===== config.mk =====
export PLATFORM = sky130hd
export DESIGN_NAME = placement_out_arbiter
export DESIGN_NICKNAME = d
export VERILOG_FILES = /design/src/rtl/placement_out_arbiter.sv
export SDC_FILE = /design/constraint.sdc
export NUM_CORES = 1
export LEC_CHECK = 0
export BUFFER_PORTS_ARGS = -buffer_cell sky130_fd_sc_hd__buf_2
export CORE_MARGIN = 1.5
export CORE_UTILIZATION = 48
export CTS_BUF_LIST = sky130_fd_sc_hd__clkbuf_4 sky130_fd_sc_hd__clkbuf_8 sky130_fd_sc_hd__clkbuf_16
export DETAILED_ROUTE_END_ITERATION = 16
export GPL_ROUTABILITY_DRIVEN = 0
export PLACE_DENSITY = 0.86
export SYNTH_ARGS = -nofsm -noshare
export SYNTH_HDL_FRONTEND = slang
export SYNTH_SLANG_ARGS = --single-unit

===== constraint.sdc =====
create_clock -name clk -period 4.7 [get_ports clk]
set_clock_uncertainty 0.15 [all_clocks]
set_input_delay 0.235 -clock clk [delete_from_list [all_inputs] [get_ports clk]]
set_output_delay 0.235 -clock clk [all_outputs]
set_load 0.02 [all_outputs]

===== src/rtl/placement_out_arbiter.sv =====
// Round-robin arbiter sharing one registered output path between N_REQ placement engines.
// A grant is held until the owner's last beat, or until it stays idle for TIMEOUT cycles.
module placement_out_arbiter #(
    parameter int N_REQ   = 4,
    parameter int X_W     = 8,
    parameter int Y_W     = 8,
    parameter int S_W     = 4,
    parameter int TIMEOUT = 16,
    localparam int ID_W   = (N_REQ > 1) ? $clog2(N_REQ) : 1
) (
    input  logic                   clk,
    input  logic                   rst,
    input  logic [N_REQ-1:0]       req_valid,
    output logic [N_REQ-1:0]       req_ready,
    input  logic [N_REQ-1:0]       req_last,
    input  logic [N_REQ*X_W-1:0]   req_x,
    input  logic [N_REQ*Y_W-1:0]   req_y,
    input  logic [N_REQ*S_W-1:0]   req_strike,
    output logic                   out_valid,
    input  logic                   out_ready,
    output logic [X_W-1:0]         out_x,
    output logic [Y_W-1:0]         out_y,
    output logic [S_W-1:0]         out_strike,
    output logic [ID_W-1:0]        out_id,
    output logic                   out_last,
    output logic                   busy,
    output logic [ID_W-1:0]        grant_id,
    output logic                   timeout_err
);

    localparam int CNT_W = $clog2(TIMEOUT + 1);

    // Handshake: a beat moves on a cycle where valid and ready are both high;
    // ready never depends on valid, and the output beat holds while out_valid & !out_ready.
    typedef enum logic {ST_IDLE, ST_LOCKED} state_e;

    state_e            state_q, state_d;
    logic [ID_W-1:0]   ptr_q, ptr_d;
    logic [ID_W-1:0]   grant_q, grant_d;
    logic [CNT_W-1:0]  cnt_q, cnt_d;
    logic              terr_q, terr_d;

    logic              out_valid_q;
    logic [X_W-1:0]    out_x_q;
    logic [Y_W-1:0]    out_y_q;
    logic [S_W-1:0]    out_strike_q;
    logic [ID_W-1:0]   out_id_q;
    logic              out_last_q;

    logic              g_valid, g_last;
    logic [X_W-1:0]    g_x;
    logic [Y_W-1:0]    g_y;
    logic [S_W-1:0]    g_s;
    logic              ready_g, load;
    logic [ID_W-1:0]   next_ptr;

    logic [2*N_REQ-1:0] dbl;
    logic [N_REQ-1:0]   rot;
    logic               pick_found;
    logic [ID_W-1:0]    pick_id;
    int                 off;
    int                 sum;

    always_comb begin
        g_valid = 1'b0;
        g_last  = 1'b0;
        g_x     = '0;
        g_y     = '0;
        g_s     = '0;
        for (int i = 0; i < N_REQ; i++) begin
            if (grant_q == ID_W'(i)) begin
                g_valid = req_valid[i];
                g_last  = req_last[i];
                g_x     = req_x[i*X_W +: X_W];
                g_y     = req_y[i*Y_W +: Y_W];
                g_s     = req_strike[i*S_W +: S_W];
            end
        end
    end

    assign ready_g  = !out_valid_q || out_ready;
    assign load     = (state_q == ST_LOCKED) && g_valid && ready_g;
    assign next_ptr = (grant_q == ID_W'(N_REQ - 1)) ? '0 : grant_q + 1'b1;

    always_comb begin
        req_ready = '0;
        if (state_q == ST_LOCKED) begin
            req_ready[grant_q] = ready_g;
        end
    end

    // Rotate the requests so bit 0 is the pointer position, then take the lowest set bit.
    always_comb begin
        dbl        = {req_valid, req_valid} >> ptr_q;
        rot        = dbl[N_REQ-1:0];
        pick_found = 1'b0;
        off        = 0;
        for (int j = N_REQ - 1; j >= 0; j--) begin
            if (rot[j]) begin
                pick_found = 1'b1;
                off        = j;
            end
        end
        sum = int'(ptr_q) + off;
        if (sum >= N_REQ) begin
            sum = sum - N_REQ;
        end
        pick_id = ID_W'(sum);
    end

    always_comb begin
        state_d = state_q;
        ptr_d   = ptr_q;
        grant_d = grant_q;
        cnt_d   = cnt_q;
        terr_d  = 1'b0;
        case (state_q)
            ST_IDLE: begin
                cnt_d = '0;
                if (pick_found) begin
                    grant_d = pick_id;
                    state_d = ST_LOCKED;
                end
            end
            ST_LOCKED: begin
                if (load && g_last) begin
                    state_d = ST_IDLE;
                    ptr_d   = next_ptr;
                    cnt_d   = '0;
                end else if (!g_valid) begin
                    if (cnt_q == CNT_W'(TIMEOUT - 1)) begin
                        state_d = ST_IDLE;
                        ptr_d   = next_ptr;
                        cnt_d   = '0;
                        terr_d  = 1'b1;
                    end else begin
                        cnt_d = cnt_q + 1'b1;
                    end
                end else begin
                    cnt_d = '0;
                end
            end
            default: state_d = ST_IDLE;
        endcase
    end

    always_ff @(posedge clk or posedge rst) begin
        if (rst) begin
            state_q <= ST_IDLE;
            ptr_q   <= '0;
            grant_q <= '0;
            cnt_q   <= '0;
            terr_q  <= 1'b0;
        end else begin
            state_q <= state_d;
            ptr_q   <= ptr_d;
            grant_q <= grant_d;
            cnt_q   <= cnt_d;
            terr_q  <= terr_d;
        end
    end

    always_ff @(posedge clk or posedge rst) begin
        if (rst) begin
            out_valid_q  <= 1'b0;
            out_x_q      <= '0;
            out_y_q      <= '0;
            out_strike_q <= '0;
            out_id_q     <= '0;
            out_last_q   <= 1'b0;
        end else if (load) begin
            out_valid_q  <= 1'b1;
            out_x_q      <= g_x;
            out_y_q      <= g_y;
            out_strike_q <= g_s;
            out_id_q     <= grant_q;
            out_last_q   <= g_last;
        end else if (out_ready) begin
            out_valid_q  <= 1'b0;
        end
    end

    assign out_valid   = out_valid_q;
    assign out_x       = out_x_q;
    assign out_y       = out_y_q;
    assign out_strike  = out_strike_q;
    assign out_id      = out_id_q;
    assign out_last    = out_last_q;
    assign busy        = (state_q == ST_LOCKED);
    assign grant_id    = grant_q;
    assign timeout_err = terr_q;

endmodule

==> reports/qor.tcl, run 1 <==
set qor(postCtsSetupBuffers) 0
set qor(yosys-top-cells-area) {dfrtp_1, a21oi_1, a221oi_1}
set qor(slew_viol_final) 0
set qor(synth_largest_area_cell) {dfrtp_1}
set qor(max_clock_freq_mhz) 293.3
set qor(placeableCoreArea_sq_um) 4354
set qor(cts_tree) {built}
set qor(synthesis.yosys.warnings) 0
set qor(timing_worst_slew_pin_value_ns) 0.9677
set qor(globalRoute.totalOverflow) 0
set qor(drc) 0
set qor(grt_max_degree) 48
set qor(route.detailed.wl_per_inst_um) 13.89
set qor(via_per_inst) 5.392
set qor(layout-area-overhead-vs-synth_pct) 33.75
set qor(power.static_leakage_nw) 1.437
set qor(hp-class) {input port to flop}
set qor(worstPathMaxFanout) 25
set qor(final_layout_size_suffix_gt1_share_pct) 37.43
set qor(clock_tree.root_cell) {clkbuf_8}
set qor(critical_path.startpoint_type) {flop}
set qor(mappedNetlistArea_sq_um) 2180
set qor(start_util_pct) 50.06
set qor(synth_edf_count) 0
set qor(die-area_sq_um) 4954
set qor(total_power_w) 0.002164
set qor(tritoncts.num_buffers) 5
set qor(timing.slew.headroom_pct) 35.49
set qor(die_w_um) 70.39
set qor(power_density_nw_per_um2) 742.3
set qor(numClockSinks) 35
set qor(critPathKind) {flop to flop}
set qor(min_period_over_period_pct) 72.53
set qor(fin_nets) 471
set qor(finalHoldViolations) 0
set qor(cts-htree-levels) 2
set qor(setup_repair_after_global_routing_missed_its_margin) {no}
set qor(postRouteAntennaNets) 0
set qor(number_of_antenna_violations_at_the_first_check_in_global_routing) 0
set qor(postSynthNetCount) 358
set qor(routed_vias) 2297
set qor(floorplan.io_pins) 123
set qor(n_antenna_cell) 0
set qor(placement.io_buffers) 122
set qor(synth_seq_cells) 35
set qor(synth_sequential_area_ratio_pct) 40.18
set qor(critical-path-max-stage-delay_ns) 0.81
set qor(clock_transition_at_the_registers_of_the_reported_paths_ns) 0.07
set qor(crit_path_max_delay_cell_type) {ha_1}
set qor(crit_required_ns) 4.74
set qor(asyncSetResetFlopFracSynth_pct) 100.0
set qor(synth.avg_cell_area_sq_um) 8.351
set qor(vdd.ir_drop.worst_mv) 0.4350
set qor(insertion_delay_ns) 0.27
set qor(drt_wl_total_um) 5916
set qor(worst-r2r-setup-slack_ns) 1.29
set qor(drt_iter0_markers) 112
set qor(ys.flop_type) {dfrtp_1}
set qor(max_cap_violations) 0
set qor(synthesis.instances) 261
set qor(place.detailed.hpwl_um) 4424
set qor(status) {finished clean}
set qor(clock_path_buffers) 2
set qor(firstDrtPassIters) 4
set qor(finalSetupViolCount) 0
set qor(grt_first_pass_wirelength_um) 9756
set qor(n_fill_cell) 370
set qor(die-height_um) 70.39
set qor(setup.worst_path.end_class) {flop}
set qor(netlist.area_leader.share_pct) 40.18
set qor(tns_ns) 0
set qor(cp_data_arrival_time_ns) 3.45
set qor(final.min_clock_period_ns) 3.409
set qor(ys_types) 31
set qor(aggregate_global_route_resource_usage_pct) 24.18
set qor(timing.critical_path.cells) {inv_1 > ha_1 > a211oi_1 > a211o_1 > nor2_2 > buf_4 > nor2_1 > a21oi_1}
set qor(first_global_vias) 2234
set qor(core.rowCount) 24
==> registers in the layout, summed over array words and instances (netlist names) <==
signal       cells
busy             1
cnt_q            5
grant_id         2
out_id           2
out_last         1
out_strike       4
out_valid        1
out_x            8
out_y            8
ptr_q            2
timeout_err      1
==> logic make-up after synthesis <==
kind of cell	Yosys count	share of synthesized area, %
XOR/XNOR	3	1.206
AND/OR/NAND/NOR	103	24.23
multiplexers	3	1.492
adder cells (fa/ha/maj)	6	3.444
flip-flops	35	40.18
AO/OA/AOI/OAI	84	24.11
buffers and inverters	27	5.339
==> where the power goes <==
part / internal (W) / switching, W
Combinational: 0.000525 / 0.000827
Sequential: 0.000447 / 0.000106
Clock: 0.000161 / 0.0000976
Total: 0.00113 / 0.00103
==> layout by cell type, fill, tap and decap left out, drive strengths merged <==
master and count:
buf 126, a21oi 46, nor2 37, dfrtp 35, nor2b 23, a221oi 20
nor3 20, nand2 10, o21ai 9, inv 6, ha 6, clkbuf 6
and3 4, a211o 3, nand3 3, nand2b 2, a211oi 2, a21o 2
xor2 2, mux2 2, nand3b 1, nor3b 1, mux2i 1, nor4 1
a2111oi 1, or2 1, xnor2 1, o22ai 1, bufinv 1, dlygate4sd3 1
==> routing by layer <==
| layer | wire length, um | share of wire, % | vias to the layer above | global-route usage (%) |
|---|---|---|---|---|
| li1 | - | - | 1158 | - |
| met3 | 454 | 7.7 | 2 | 4.329 |
| met4 | 42 | 0.71 | 0 | 6.624 |
| met2 | 2869 | 48 | 101 | 42.56 |
| met1 | 2550 | 43 | 1036 | 30.29 |
| met5 | 0 | 0 | - | 0 |
==> cell usage after synthesis, drive strengths merged, types with 2 or more instances <==
library cell and instances:
mux2 2, a211o 3, ha 6, a221oi 20
buf 5, a21o 2, a21oi 46, nor2b 23
inv 6, and3 4, nand3 3, clkbuf 16
nor3 20, nor2 37, xor2 2, dfrtp 35
a211oi 2, nand2 10, nand2b 2, o21ai 9
==> metrics by stage <==
stage	worst slack [ns]	util, %	hold slack, ns	instance area [sq um]	std cells
6_report	1.291	66.95	0.1141	2915	426
5_1_grt	1.003	66.95	0.1152	2915	426
4_1_cts	1.298	66.95	0.1085	2915	426
3_5_place_dp	1.321	64.28	0.2061	2799	418
3_3_place_gp	1.481	64.28	0.2038	2799	418
2_1_floorplan	2.301	-	0.2393	2180	261
==> worst paths after layout <==
check	from	endpoint	cells after the start
setup / recovery	grant_id[1]	out_y[2]	8
hold / removal	req_strike[13]	out_strike[1]	3
setup reg to reg	grant_id[1]	out_y[2]	8
hold reg to reg	cnt_q[0]	cnt_q[0]	1
max in group asynchronous	rst	out_x[5]	4
min in group asynchronous	rst	ptr_q[1]	4
==> timing repair <==
action / in CTS / in global routing
hold buffers: 1 / 0
hold endpoints to repair: 35 / 0
resized for setup: 0 / 0
==> worst max-delay path, delay by kind of cell, from the launching register on <==
family                   cells  cell delay, ns
adder cells (fa/ha/maj)      1            0.81
AO/OA/AOI/OAI                3            0.78
AND/OR/NAND/NOR              2            0.66
buffers and inverters        2            0.48
flip-flops                   1            0.43
==> cell type report <==
class	count	area [sq um]	area share, %
multi-input cells	199	1195	40.99
flip-flops and latches	35	875.8	30.04
repair buffers	127	650.6	22.32
clock buffers	6	76.32	2.618
well taps	52	65.06	2.232
clock inverters	1	30.03	1.030
inverters	6	22.52	0.7725
(Power assumes the default switching activity.)
==> inputs of run 2 (changes only) <==
ABC_AREA = 1   (was default)
CORE_UTILIZATION = 40   (was 48)
PLACE_DENSITY = 0.76   (was 0.86)
clock period = 2.9 ns   (was 4.7 ns; I/O delays follow)
==> run 2 against run 1 <==
Compared with the run above: core utilization is 8.6 points lower; first-iteration DRC count rose by 8.9%; critical path depth grew 1; synthesized cell count rose by 22%; flip-flop and latch count stayed put; critical path type unchanged; largest cell class unchanged; highest routed layer unchanged.
==> reports/qor.tcl, run 2 <==
set qor(status) {finished clean}
set qor(mappedNetlistArea_sq_um) 2222 ;# +2.0%
set qor(power_density_nw_per_um2) 1051 ;# +42%
set qor(power.static_leakage_nw) 1.656 ;# +15%
set qor(cts-htree-levels) 2 ;# unchanged
set qor(vdd.ir_drop.worst_mv) 0.4428 ;# +1.8%
set qor(n_antenna_cell) 0 ;# unchanged
set qor(total_length_of_routed_met3_wires_um) 532 ;# +17%
set qor(mostFrequentLayoutCells) {buf_2, nand2_1, nor2_1, a21oi_1, dfrtp_1}
set qor(n_fill_cell) 508 ;# +37%
set qor(ys_types) 25 ;# -19%
set qor(synth.avg_cell_area_sq_um) 6.988 ;# -16%
set qor(die_w_um) 77.54 ;# +10%
set qor(netlist.area_leader.share_pct) 39.41 ;# -0.77 points
set qor(start_util_pct) 42.43 ;# -7.6 points
set qor(post-route-util_pct) 58.36 ;# -8.6 points
set qor(rr_worst_depth) 9 ;# +1
set qor(setup.worst_path.end_class) {flop}
set qor(synth.most_common_cell) {nand2_1}
set qor(grt_max_degree) 33 ;# -31%
set qor(floorplan.io_pins) 123 ;# unchanged
set qor(routed_vias) 2581 ;# +12%
set qor(setup_repair_after_global_routing_missed_its_margin) {no}
set qor(firstDrtPassIters) 5 ;# +1
set qor(timing_worst_slew_pin_value_ns) 0.9913 ;# +0.02364 ns
set qor(hold-path-cell-count) 3 ;# unchanged
set qor(synth_largest_area_cell) {dfrtp_1}
set qor(critical_path.startpoint_type) {flop}
set qor(clock_path_buffers) 2 ;# unchanged
set qor(synthesis.instances) 318 ;# +22%
set qor(via_per_inst) 5.002 ;# -7.2%
set qor(ys.flop_type) {dfrtp_1}
set qor(worst_hold_path.endpoint) {out_valid}
set qor(min_period_over_period_pct) 78.12 ;# +5.6 points
set qor(fin_nets) 542 ;# +15%
set qor(synth_sequential_area_ratio_pct) 39.41 ;# -0.77 points
set qor(timing.critical_path.cells) {inv_1 > ha_1 > inv_2 > nand2_1 > nand3_1 > nand2_1 > nand4_1 > buf_4 > o31ai_1}
set qor(register_area_sq_um) 875.8 ;# unchanged
set qor(finalHoldViolations) 0 ;# unchanged
set qor(drt_iter0_markers) 122 ;# +8.9%
set qor(slew_viol_final) 0 ;# unchanged
set qor(wl_met2_um) 3314 ;# +16%
set qor(postSynthNetCount) 415 ;# +16%
set qor(cp_data_arrival_time_ns) 2.31 ;# -1.14 ns
set qor(postCtsSetupBuffers) 0 ;# unchanged
set qor(synthesis.yosys.warnings) 0 ;# unchanged
set qor(synth_seq_cells) 35 ;# unchanged
set qor(crit_path_max_delay_cell_type) {ha_1}
set qor(worstPathMaxFanout) 32 ;# +28%
set qor(max_clock_freq_mhz) 441.4 ;# +50%
set qor(numClockSinks) 35 ;# unchanged
set qor(clock_tree.root_cell) {clkbuf_8}
set qor(layout-area-overhead-vs-synth_pct) 37.56
set qor(place.detailed.hpwl_um) 4925 ;# +11%
set qor(core.rowCount) 26 ;# +8.3%
set qor(critical-path-max-stage-delay_ns) 0.52 ;# -0.29 ns
set qor(synth_edf_count) 0 ;# unchanged
set qor(layout_commonest_cell) {buf_2}
set qor(number_of_antenna_violations_at_the_first_check_in_global_routing) 0 ;# unchanged
set qor(drt_wl_total_um) 6875 ;# +16%
set qor(timing.slew.headroom_pct) 33.84 ;# -1.6 points
set qor(wl_met1_um) 2905 ;# +14%
set qor(finalSetupViolCount) 0 ;# unchanged
set qor(max_cap_violations) 0 ;# unchanged
set qor(rr_startpoint) {grant_id[1]}
set qor(globalRoute.totalOverflow) 0 ;# unchanged
set qor(cell_occurring_most_often_along_the_worst_timing_path) {nand2_1}
set qor(yosys-top-cells-count) {nand2_1, nor2_1, a21oi_1, dfrtp_1, o31ai_1}
set qor(first_global_vias) 2386 ;# +6.8%
set qor(asyncSetResetFlopFracSynth_pct) 100.0 ;# unchanged
set qor(crit_required_ns) 2.94 ;# -1.80 ns
set qor(route.detailed.wl_per_inst_um) 13.32 ;# -4.1%
set qor(cts_tree) {built}
set qor(critPathKind) {flop to flop}
set qor(final_layout_size_suffix_gt1_share_pct) 32.51 ;# -4.9 points
set qor(final.min_clock_period_ns) 2.265 ;# -1.144 ns
set qor(post_cts_hold_buffer_count) 6 ;# +5
set qor(grt_first_pass_wirelength_um) 11350 ;# +16%
set qor(max_layer_used) {met4}
set qor(cts_resized) 0 ;# unchanged
set qor(tns_ns) 0 ;# unchanged
set qor(min_from) {out_ready}
set qor(die-area_sq_um) 6012 ;# +21%
set qor(die-height_um) 77.54 ;# +10%
set qor(worst_path_dominant_cell_family) {adder cells}
set qor(placement.io_buffers) 122 ;# unchanged
set qor(worstPathBufferInverterCount) 3 ;# +1
set qor(worst-r2r-setup-slack_ns) 0.63 ;# -0.66 ns
set qor(clock_transition_at_the_registers_of_the_reported_paths_ns) 0.07 ;# about the same
set qor(crit_reg_reg_endpoint) {out_y[5]}
set qor(multi_input_area_sq_um) 1199 ;# +0.31%
set qor(placeableCoreArea_sq_um) 5238 ;# +20%
set qor(postRouteAntennaNets) 0 ;# unchanged
set qor(yosys-top-cells-area) {dfrtp_1, nand2_1, nor2_1}
set qor(aggregate_global_route_resource_usage_pct) 23.88 ;# -0.30 points
set qor(tritoncts.num_buffers) 5 ;# unchanged
set qor(drc) 0 ;# unchanged
set qor(insertion_delay_ns) 0.29 ;# +0.02 ns
set qor(hp-class) {input port to flop}
-- run 2: cell types whose count changed in the layout (fill, tap and decap cells not counted), moves of 10 or more --
cell | before | now
nor2b_1 | 22 | 0
a221oi_1 | 20 | 0
nor2_1 | 36 | 68
nand2_1 | 10 | 76
inv_1 | 6 | 16
o31ai_1 | 0 | 17
nor3_1 | 20 | 4
-- run 2: metrics by stage --
stage          hold WS, ns  power [W]  worst slack (ns)  instance area (sq um)  std cells
3_3_place_gp        0.2844   0.002797            0.8102                   2908        502
6_report          0.001128   0.003213            0.6345                   3057        516
2_1_floorplan       0.1493   0.002274            0.9118                   2222        318
5_1_grt            0.01675   0.003535            0.3419                   3057        516
4_1_cts           0.001604   0.003222            0.6471                   3057        516
3_5_place_dp        0.2946   0.002847            0.6757                   2908        502
-- run 2: worst reg2reg max path, stage by stage (launching register included) --
cell,delay (ns)
dfrtp_1,0.42
inv_1,0.12
ha_1,0.52
inv_2,0.09
nand2_1,0.08
nand3_1,0.06
nand2_1,0.08
nand4_1,0.13
buf_4,0.28
o31ai_1,0.23
-- run 2: cell type report --
cell class              instances  area share (%)
repair buffers                137           24.15
multi-input cells             248           39.21
well taps                      70           2.865
flip-flops and latches         35           28.65
clock buffers                   6           2.497
inverters                      18           2.210
clock inverters                 2          0.4093
-- run 2: metal layers --
| layer | vias up | GRT usage, % |
|---|---|---|
| met3 | 9 | 4.588 |
| met2 | 131 | 40.70 |
| met1 | 1141 | 30.39 |
| met5 | - | 0 |
| li1 | 1300 | - |
| met4 | 0 | 7.636 |
-- run 2: worst max path at each step --
stage,from,to,slack [ns],depth (start not counted)
after floorplan,grant_id[0],out_strike[3],0.91,10
after global placement,grant_id[1],ptr_q[0],0.81,11
after detailed placement,grant_id[1],out_y[7],0.68,9
after CTS,grant_id[1],out_x[1],0.65,9
after global routing,grant_id[1],out_y[6],0.34,9
final,grant_id[1],out_y[5],0.63,9
-- run 2: power by group --
group	internal, W	switching [W]
sequential	0.000696	0.000141
combinational	0.000713	0.00131
clock	0.000177	0.000182
total	0.00159	0.00163
-- run 2: kinds of logic (layout without fill, tap and decap cells) --
| logic type | after synthesis | after routing | share of synthesized area [%] |
|---|---|---|---|
| AO/OA/AOI/OAI | 77 | 77 | 20.50 |
| XOR/XNOR | 3 | 3 | 1.183 |
| adder cells (fa/ha/maj) | 6 | 6 | 3.378 |
| buffers and inverters | 35 | 163 | 6.644 |
| flip-flops | 35 | 35 | 39.41 |
| AND/OR/NAND/NOR | 162 | 162 | 28.88 |
==> inputs of run 3 (changes only) <==
CORE_UTILIZATION = 45   (was 40)
PLACE_DENSITY = 0.81   (was 0.76)
clock period = 2.2 ns   (was 2.9 ns; I/O delays follow)
==> run 3 against run 2 <==
Compared with the run above: global-route usage up 0.32 points; clock power up 30%; sequential power up 32%; design area up 7.7%; worst hold slack better by 0.018 ns; count of clock-buffer cells in the layout unchanged; via count up 4.8%; fmax up 9.1%; core utilization up 11 points; sequential share of layout area down 2.1 points; total power up 40%; final cell count up 3.3%; largest power group unchanged.
==> reports/qor.tcl, run 3 (same netlist as run 2, synthesis figures left out) <==
set qor(finalHoldViolations) 0 ;# unchanged
set qor(routed_vias) 2704 ;# +4.8%
set qor(status) {finished clean}
set qor(insertion_delay_ns) 0.28 ;# about the same
set qor(critical-path-max-stage-delay_ns) 0.43 ;# -0.09 ns
set qor(power.switching_w) 0.002177 ;# +34%
set qor(critPathKind) {flop to flop}
set qor(placement.io_buffers) 122 ;# unchanged
set qor(layout_commonest_cell) {buf_2}
set qor(layout-area-overhead-vs-synth_pct) 48.20
set qor(min_from) {req_strike[15]}
set qor(switching_share_pct) 48.52 ;# -2.1 points
set qor(register_area_sq_um) 875.8 ;# unchanged
set qor(die_w_um) 73.27 ;# -5.5%
set qor(mostFrequentLayoutCells) {buf_2, nand2_1, nor2_1, a21oi_1, dfrtp_1}
set qor(cts-htree-levels) 2 ;# unchanged
set qor(clock_group_share_of_total_power_pct) 10.4 ;# -0.8 points
set qor(hp-class) {input port to flop}
set qor(core.rowCount) 25 ;# -3.8%
set qor(critical_path.startpoint_type) {flop}
set qor(timing_worst_slew_pin_value_ns) 0.4507 ;# -0.5406 ns
set qor(floorplan.io_pins) 123 ;# unchanged
set qor(clock_tree.root_cell) {clkbuf_8}
set qor(crit_required_ns) 2.23 ;# -0.71 ns
set qor(grt_max_degree) 36 ;# +9.1%
set qor(crit_path_max_delay_cell_type) {dfrtp_1}
set qor(placed_cells) 503 ;# +0.20%
set qor(grt_first_pass_wirelength_um) 10050 ;# -11%
set qor(vdd.ir_drop.worst_mv) 0.7521 ;# +70%
set qor(die-height_um) 73.27 ;# -5.5%
set qor(placeableCoreArea_sq_um) 4755 ;# -9.2%
set qor(aggregate_global_route_resource_usage_pct) 24.20 ;# +0.32 points
set qor(numClockSinks) 35 ;# unchanged
set qor(drt_iter0_markers) 150 ;# +23%
set qor(rr_worst_depth) 9 ;# unchanged
set qor(seq_power_share_pct) 24.5 ;# -1.5 points
set qor(internal-power_w) 0.002310 ;# +46%
set qor(route.detailed.wl_per_inst_um) 13.02 ;# -2.2%
set qor(worst-r2r-setup-slack_ns) 0.12 ;# -0.51 ns
set qor(final_layout_size_suffix_gt1_share_pct) 33.48 ;# +0.97 points
set qor(rr_startpoint) {grant_id[0]}
set qor(postRouteAntennaNets) 0 ;# unchanged
set qor(drt_wl_total_um) 6942 ;# +0.97%
set qor(cts_tree) {built}
set qor(fin_nets) 563 ;# +3.9%
set qor(hold_slack_ns) 0.01944 ;# +0.01831 ns
set qor(globalRoute.totalOverflow) 0 ;# unchanged
set qor(crit_reg_reg_endpoint) {out_y[3]}
set qor(share_comb_of_total_power_pct) 65.1 ;# +2.3 points
set qor(worst-path-stages) 9 ;# unchanged
set qor(worst_path_dominant_cell_family) {buffers and inverters}
set qor(power.static_leakage_nw) 1.770 ;# +6.9%
set qor(setup.worst_path.start) {grant_id[0]}
set qor(critical_path.endpoint) {out_y[3]}
set qor(n_fill_cell) 411 ;# -19%
set qor(max_clock_freq_mhz) 481.6 ;# +9.1%
set qor(multi_input_area_sq_um) 1212 ;# +1.1%
set qor(finalSetupViolCount) 0 ;# unchanged
set qor(max_cap_violations) 0 ;# unchanged
set qor(n_antenna_cell) 0 ;# unchanged
set qor(final.min_clock_period_ns) 2.076 ;# -0.1891 ns
set qor(setup.worst_path.end_class) {flop}
set qor(dpl_worst_slack_ns) 0.1066 ;# -0.5691 ns
set qor(clock_transition_at_the_registers_of_the_reported_paths_ns) 0.07 ;# about the same
set qor(worstPathBufferInverterCount) 4 ;# +1
set qor(place.detailed.hpwl_um) 4935 ;# +0.22%
set qor(total_power_w) 0.004487 ;# +40%
set qor(post-route-util_pct) 69.26 ;# +11 points
set qor(tritoncts.num_buffers) 5 ;# unchanged
set qor(number_of_antenna_violations_at_the_first_check_in_global_routing) 0 ;# unchanged
set qor(worstPathMaxFanout) 18 ;# -44%
set qor(start_util_pct) 46.74 ;# +4.3 points
set qor(slew_viol_final) 0 ;# unchanged
set qor(first_global_vias) 2349 ;# -1.6%
set qor(min_period_over_period_pct) 94.38 ;# +16 points
set qor(die-area_sq_um) 5368 ;# -11%
set qor(via_per_inst) 5.073 ;# +1.4%
set qor(cell_occurring_most_often_along_the_worst_timing_path) {buf_4}
set qor(timing.critical_path.cells) {inv_1 > ha_2 > buf_4 > a21oi_1 > nand2_1 > nand4_1 > buf_4 > buf_4 > o31ai_1}
set qor(clock_path_buffers) 2 ;# unchanged
set qor(cp_data_arrival_time_ns) 2.10 ;# -0.21 ns
set qor(drc) 0 ;# unchanged
set qor(timing.slew.headroom_pct) 69.95 ;# +36 points
set qor(firstDrtPassIters) 4 ;# -1
set qor(layoutNonFillerInstCount) 533 ;# +3.3%
set qor(power_density_nw_per_um2) 1362 ;# +30%
set qor(setup_ws_post_layout_ns) 0.1237 ;# -0.5109 ns
run 3: cell type report:
cell class | count | share of cell area (%)
clock buffer | 6 | 2.508
tap | 67 | 2.546
inverter | 18 | 2.052
sequential | 35 | 26.60
clock inverter | 1 | 0.1520
timing repair buffer | 158 | 29.33
multi-input combinational | 248 | 36.82
run 3: worst min path at each step:
| stage | to | slack (ns) | cells after the start |
|---|---|---|---|
| after global routing | out_strike[3] | 0.02 | 3 |
| after global placement | out_id[1] | 0.09 | 3 |
| after floorplan | busy | 0.11 | 1 |
| after CTS | out_strike[3] | 0.02 | 3 |
| final | out_strike[3] | 0.02 | 3 |
| after detailed placement | out_id[1] | 0.09 | 3 |
run 3: power by group through the flow:
stage	Clock, W	Sequential (W)	Combinational, W
finish	0.000467	0.00110	0.00292
global placement	0	0.00110	0.00258
global route	0.000504	0.00113	0.00323
detailed placement	0	0.00111	0.00263
floorplan	0	0.00135	0.00165
CTS	0.000474	0.00110	0.00267
run 3: tightest hold or removal path, cell delays in order:
cell	delay, ns
buf_2	0.10
nor2_1	0.13
o31ai_2	0.08
run 3: repair_timing:
| action | CTS | global route |
|---|---|---|
| buffers inserted | 0 | 2 |
| resized for setup | 0 | 13 |
| endpoints found under the hold margin | 53 | 0 |
| endpoints found under the setup margin | 0 | 22 |
| hold buffers | 19 | 0 |
run 3: per-layer routing:
metal  share of wire, %  vias up  global-route usage [%]
met2                 50      129                   42.73
met1                 40     1211                   28.16
met3                7.6       16                   6.036
li1                   -     1348                       -
met4                1.8        0                   9.015
met5                  0        -                       0
run 3: through the flow:
| step | cell area [sq um] | TNS [ns] |
|---|---|---|
| global route | 3293 | -0.006658 |
| floorplan | 2222 | 0 |
| global placement | 2934 | 0 |
| CTS | 3212 | 0 |
| detailed placement | 2934 | 0 |
| finish | 3293 | 0 |
